## src/rtl/can_pkg.sv

```systemverilog
// Shared constants and state encoding for the CAN transmit path.
package can_pkg;

  localparam int unsigned DATA_W = 8;

  typedef enum logic [1:0] {
    IDLE = 2'd0,
    REQ  = 2'd1,
    WAIT = 2'd2
  } txq_state_t;

endpackage

```

## src/rtl/can_sync_fifo.sv

```systemverilog
// Synchronous show-ahead FIFO: head_c always presents the oldest entry.
// Count carries one extra bit so that full and empty are distinguishable.
module can_sync_fifo #(
  parameter int unsigned DATA_W = 8,
  parameter int unsigned DEPTH  = 8
) (
  input  logic                    clk,
  input  logic                    rst,
  input  logic                    push_i,
  input  logic [DATA_W-1:0]       push_data_i,
  input  logic                    pop_i,
  output logic [DATA_W-1:0]       head_c,
  output logic [$clog2(DEPTH):0]  count_o,
  output logic                    full_o,
  output logic                    empty_o
);

  localparam int unsigned AW = $clog2(DEPTH);
  localparam int unsigned CW = AW + 1;

  logic [DATA_W-1:0] mem_q [DEPTH];
  logic [AW-1:0]     wr_ptr_q;
  logic [AW-1:0]     rd_ptr_q;
  logic [CW-1:0]     count_q;
  logic [CW-1:0]     count_d;
  logic              full_q;
  logic              empty_q;

  always_comb begin
    count_d = count_q;
    case ({push_i, pop_i})
      2'b10:   count_d = count_q + CW'(1);
      2'b01:   count_d = count_q - CW'(1);
      default: count_d = count_q;
    endcase
  end

  // Flags are registered from the next count so they line up with count_q.
  always_ff @(posedge clk or posedge rst) begin
    if (rst) begin
      wr_ptr_q <= '0;
      rd_ptr_q <= '0;
      count_q  <= '0;
      full_q   <= 1'b0;
      empty_q  <= 1'b1;
    end else begin
      if (push_i) wr_ptr_q <= wr_ptr_q + AW'(1);
      if (pop_i)  rd_ptr_q <= rd_ptr_q + AW'(1);
      count_q <= count_d;
      full_q  <= (count_d == CW'(DEPTH));
      empty_q <= (count_d == CW'(0));
    end
  end

  always_ff @(posedge clk) begin
    if (push_i) mem_q[wr_ptr_q] <= push_data_i;
  end

  assign head_c  = mem_q[rd_ptr_q];
  assign count_o = count_q;
  assign full_o  = full_q;
  assign empty_o = empty_q;

endmodule

```

## src/rtl/can_tx_queue.sv

```systemverilog
// Transmit byte queue feeding can_controller: one tx_req per byte, waits for
// tx_done, retries on timeout and drops the byte after MAX_RETRY retries.
module can_tx_queue #(
  parameter int unsigned DATA_W    = can_pkg::DATA_W,
  parameter int unsigned DEPTH     = 8,
  parameter int unsigned TIMEOUT   = 64,
  parameter int unsigned MAX_RETRY = 2
) (
  input  logic                   clk,
  input  logic                   reset,
  input  logic                   wr_en,
  input  logic [DATA_W-1:0]      wr_data,
  output logic                   full,
  output logic                   empty,
  output logic [$clog2(DEPTH):0] count,
  output logic [DATA_W-1:0]      ctrl_data,
  output logic                   ctrl_tx_req,
  input  logic                   ctrl_tx_done,
  output logic                   busy,
  output logic                   err_ovf,
  output logic                   err_drop,
  input  logic                   clr_err
);

  import can_pkg::*;

  localparam int unsigned TMO_W = $clog2(TIMEOUT);
  localparam int unsigned RTY_W = (MAX_RETRY > 0) ? $clog2(MAX_RETRY + 1) : 1;

  txq_state_t        state_q;
  logic [TMO_W-1:0]  tmo_q;
  logic [RTY_W-1:0]  retry_q;
  logic              req_q;
  logic              busy_q;
  logic [DATA_W-1:0] data_q;
  logic              err_ovf_q;
  logic              err_drop_q;

  logic              fifo_full;
  logic              fifo_empty;
  logic [DATA_W-1:0] head_c;
  logic              push_c;
  logic              tmo_hit_c;
  logic              drop_c;
  logic              pop_c;

  // A write is refused whenever the queue is full, even if a pop coincides.
  assign push_c    = wr_en && !fifo_full;
  assign tmo_hit_c = (state_q == WAIT) && !ctrl_tx_done && (tmo_q == TMO_W'(TIMEOUT - 1));
  assign drop_c    = tmo_hit_c && (retry_q >= RTY_W'(MAX_RETRY));
  assign pop_c     = ((state_q == WAIT) && ctrl_tx_done) || drop_c;

  can_sync_fifo #(
    .DATA_W (DATA_W),
    .DEPTH  (DEPTH)
  ) u_fifo (
    .clk         (clk),
    .rst         (reset),
    .push_i      (push_c),
    .push_data_i (wr_data),
    .pop_i       (pop_c),
    .head_c      (head_c),
    .count_o     (count),
    .full_o      (fifo_full),
    .empty_o     (fifo_empty)
  );

  always_ff @(posedge clk or posedge reset) begin
    if (reset) begin
      state_q <= IDLE;
      tmo_q   <= '0;
      retry_q <= '0;
      req_q   <= 1'b0;
      busy_q  <= 1'b0;
      data_q  <= '0;
    end else begin
      req_q <= 1'b0;
      case (state_q)
        IDLE: begin
          retry_q <= '0;
          if (!fifo_empty) begin
            state_q <= REQ;
            req_q   <= 1'b1;
            busy_q  <= 1'b1;
            data_q  <= head_c;
          end
        end
        REQ: begin
          tmo_q   <= '0;
          state_q <= WAIT;
        end
        WAIT: begin
          tmo_q <= tmo_q + TMO_W'(1);
          // tx_done takes priority over a coincident timeout.
          if (ctrl_tx_done) begin
            state_q <= IDLE;
            busy_q  <= 1'b0;
          end else if (tmo_hit_c) begin
            if (drop_c) begin
              state_q <= IDLE;
              busy_q  <= 1'b0;
            end else begin
              retry_q <= retry_q + RTY_W'(1);
              state_q <= REQ;
              req_q   <= 1'b1;
            end
          end
        end
        default: begin
          state_q <= IDLE;
          busy_q  <= 1'b0;
        end
      endcase
    end
  end

  // Sticky error flags; a set event overrides a same-cycle clear.
  always_ff @(posedge clk or posedge reset) begin
    if (reset) begin
      err_ovf_q  <= 1'b0;
      err_drop_q <= 1'b0;
    end else begin
      if (wr_en && fifo_full) err_ovf_q <= 1'b1;
      else if (clr_err)       err_ovf_q <= 1'b0;
      if (drop_c)             err_drop_q <= 1'b1;
      else if (clr_err)       err_drop_q <= 1'b0;
    end
  end

  assign full        = fifo_full;
  assign empty       = fifo_empty;
  assign ctrl_data   = data_q;
  assign ctrl_tx_req = req_q;
  assign busy        = busy_q;
  assign err_ovf     = err_ovf_q;
  assign err_drop    = err_drop_q;

endmodule

```

## config.mk

```make
export PLATFORM = sky130hd
export DESIGN_NAME = can_tx_queue
export DESIGN_NICKNAME = d
export VERILOG_FILES = /design/src/rtl/can_pkg.sv /design/src/rtl/can_sync_fifo.sv /design/src/rtl/can_tx_queue.sv
export SDC_FILE = /design/constraint.sdc
export NUM_CORES = 1
export LEC_CHECK = 0
export ABC_AREA = 1
export BUFFER_PORTS_ARGS = -buffer_cell sky130_fd_sc_hd__buf_2
export CAP_MARGIN = 20
export CORE_MARGIN = 2
export CORE_UTILIZATION = 59
export DETAILED_ROUTE_END_ITERATION = 8
export PLACE_DENSITY_LB_ADDON = 0.15
export REMOVE_ABC_BUFFERS = 1
export SKIP_CTS_REPAIR_TIMING = 1
export SYNTH_ARGS = -nofsm -noshare
export SYNTH_HDL_FRONTEND = slang
export SYNTH_SLANG_ARGS = --single-unit
```

## constraint.sdc

```tcl
create_clock -name clk -period 3.4 [get_ports clk]
set_clock_uncertainty 0.2 [all_clocks]
set_input_delay 0.51 -clock clk [delete_from_list [all_inputs] [get_ports clk]]
set_output_delay 0.51 -clock clk [all_outputs]
set_load 0.02 [all_outputs]
```

==> results by group <==
Status
  • Status: finished, final reports clean

STA
  • Final setup TNS: 0 ps
  • Max transition margin: 42.19%
  • Min cycle time layout: 2794 ps
  • Pins Over Slew Limit: 0
  • Final number of setup-violating endpoints: 0
  • F_max: 357.9 MHz
  • Unrepaired setup endpoints after global routing: no
  • Final hold vios: 0
  • Actual slew at the worst max-slew pin: 863.9 ps
  • Fin crit share: 82.19%

Synth
  • Flops & latches, synth: 98
  • Library cells used by synthesis: 31
  • Post-Syn Area: 4208 sq um
  • Syn. warnings: 0
  • Top_reg_cell synth: edfxtp_1
  • Async S/R FF share, synth: 34.69%
  • Avg Cell Area, Syn: 11.04 sq um
  • Sequential area share after synthesis: 65.92%
  • EDFF count, synth: 64
  • Post-Syn Instances: 381

Power and ir drop
  • Maximum vdd drop: 0.4773 mV
  • Pleak: 1.994 nW
  • P per Cell Area: 842.2 nW/um^2

Cells and area
  • Final Cell Area: 4713 sq um
  • Most frequent cells in the layout: edfxtp_1, nand2_1, nor2_1, inv_1, dfrtp_1
  • Commonest non-fill, non-tap cell in the layout: edfxtp_1
  • Final-stage net count: 445
  • Area Growth Syn to Fin: 12.01%
  • Layout cells sized above 1: 16.20%
  • Number of diodes: 0

Critical path
  • Critical path capture point type: flip-flop
  • Critical path's top delay family: simple AND/OR/NAND/NOR gates
  • Critical path class: reg -> reg
  • WP data arrival: 2840 ps
  • Worst-path fanout max: 6
  • Slowest stage cell, crit path: dfrtp_1
  • CP peak stage delay: 420 ps
  • CP startpoint kind: flip-flop
  • WP buf/inv: 4
  • CP Cell Sequence: inv_1 -> ha_1 -> inv_2 -> nor2_8 -> nand4_2 -> nand2_4 -> ha_1 -> nand2_1 -> inv_1 -> nor2_2 -> ha_1 -> a21oi_1 -> inv_1 -> nand2_1 -> nand3_1 -> o211ai_1 -> nor2_1
  • CP required: 3450 ps

Floorplan
  • Die Span X: 88.45 microns
  • FP Rows: 30
  • Core area: 6832 sq um
  • Starting density of the core: 61.59%
  • Top Ports: 31
  • Area of the die: 7823 sq um
  • Die height: 88.45 microns

Global route
  • Met2 Use GR: 35.68%
  • GR Util met3: 4.104%
  • Pin count of the biggest net entering global routing: 31
  • M1 GR Usage: 32.13%
  • Tot GR Track Use: 22.46%
  • First-pass GRT wire length: 12.90 mm
  • Initial antenna violation count: 0
  • Total congestion overflow: 0
  • Vias in the first global route: 2,620
  • GRT busiest layer: met2

Min path
  • HP Class: in -> async

Clock network
  • Clock buffer depth: 2
  • Clk_lat worst skew: 370 ps
  • TritonCTS clock tree: built
  • Clock-pin transition on the worst setup and hold timing paths: 100 ps
  • CTS buffer count: 9
  • Htree depth: 3
  • CTS Sinks: 98
  • Clk root buf: clkbuf_8

Drt
  • DRT Wirelength: 8.078 mm
  • DRC: 0
  • DRT iter0 DRCs: 236
  • Remaining antenna violation count: 0
  • Routed wire per std cell: 15.48 microns
  • Vias: 2,803
  • First-pass detailed-route iteration total: 5
  • Post-DR vias/cell: 5.370

Placed design
  • Port Buffers: 30
  • DP Wirelength: 5.288 mm
  • GP Congestion: 0.8098
  • Placed cell area: 4494 sq um

Flow run
  • Maxcap violations: 0
## worst register-to-register path: cells and delay by family (launching register included)
family                   cells  cell delay, ps
adder cells (fa/ha/maj)      3             660
flip-flops                   1             420
AND/OR/NAND/NOR              8             760
buffers and inverters        4             350
AO/OA/AOI/OAI                2             290
## power by group
group / internal [mW] / switching, mW
sequential: 1.55 / 0.178
clock: 0.363 / 0.441
combinational: 0.478 / 0.959
total: 2.39 / 1.58
## synth_stat cells (2+ instances only)
cell type	n	area, sq um
o211ai_1	17	127.6
a21oi_1	14	70.07
nand2_1	57	214.0
xnor2_1	2	17.52
clkinv_1	2	7.510
o21ai_0	29	145.1
xor2_1	3	26.28
ha_1	11	137.6
nor3_1	5	25.02
nand3_1	20	100.1
dfrtp_1	33	825.8
buf_2	8	40.04
nor2_1	50	187.7
inv_2	2	7.510
o21ai_1	12	60.06
nand4_1	2	12.51
edfxtp_1	64	1922
nand2_2	3	18.77
inv_1	33	123.9
nor2_2	3	18.77
## cell families (layout without fill, tap and decap cells)
| logic type | after synthesis | after routing | synth area share, % |
|---|---|---|---|
| buffers and inverters | 47 | 92 | 4.520 |
| AO/OA/AOI/OAI | 73 | 73 | 9.753 |
| AND/OR/NAND/NOR | 147 | 147 | 15.49 |
| XOR/XNOR | 5 | 5 | 1.041 |
| flip-flops | 98 | 98 | 65.92 |
| adder cells (fa/ha/maj) | 11 | 11 | 3.271 |
## metal layers
layer  vias up  share of wire (%)
met5         -                  0
met3         8                4.2
met2        61                 50
met4         0               0.82
li1       1384                  -
met1      1350                 45
## layout make-up
cell class / instances / area (sq um)
clock buffer: 9 / 123.9
clock inverter: 7 / 95.09
fill: 533 / 2118
inverter: 37 / 138.9
multi-input combinational: 236 / 1244
sequential: 98 / 2774
tap: 96 / 120.1
timing repair buffer: 39 / 217.7
## per-stage QoR
step                      util (%)  power (mW)  hold WS, ps  setup slack, ps  cells
after floorplan                  -       2.723        275.4            929.4    371
after global placement       65.79       3.145        257.8            785.3    506
after detailed placement     65.79       3.187        261.3            647.9    506
after CTS                    68.99       3.985        74.38            632.1    522
after global routing         68.99       4.278        116.1            335.9    522
final                        68.99       3.969        59.57            605.5    522
## final timing paths
kind | end | slack [ps] | from | cells after the start
max in group asynchronous | ctrl_data[0]$_DFFE_PP0P_ | 2240 | reset | 3
worst max-delay path | u_fifo.full_o$_DFF_PP0_ | 610 | state_q[0]$_DFFE_PP0P_ | 17
min in group clk | err_ovf$_DFFE_PP0P_ | 150 | clr_err | 2
worst min register to register | ctrl_data[0]$_DFFE_PP0P_ | 280 | ctrl_data[0]$_DFFE_PP0P_ | 2
worst min-delay path | ctrl_data[5]$_DFFE_PP0P_ | 60 | reset | 2
worst max register to register | u_fifo.full_o$_DFF_PP0_ | 610 | state_q[0]$_DFFE_PP0P_ | 17
## state kept, by name (all words and copies together) (netlist names), 2 cells and up
name	count
u_fifo.rd_ptr_q	3
u_fifo.mem_q	64
tmo_q	6
ctrl_data	8
state_q	2
u_fifo.wr_ptr_q	3
retry_q	2
u_fifo.count_o	4
Note: power is estimated with default switching activity, not from simulation.
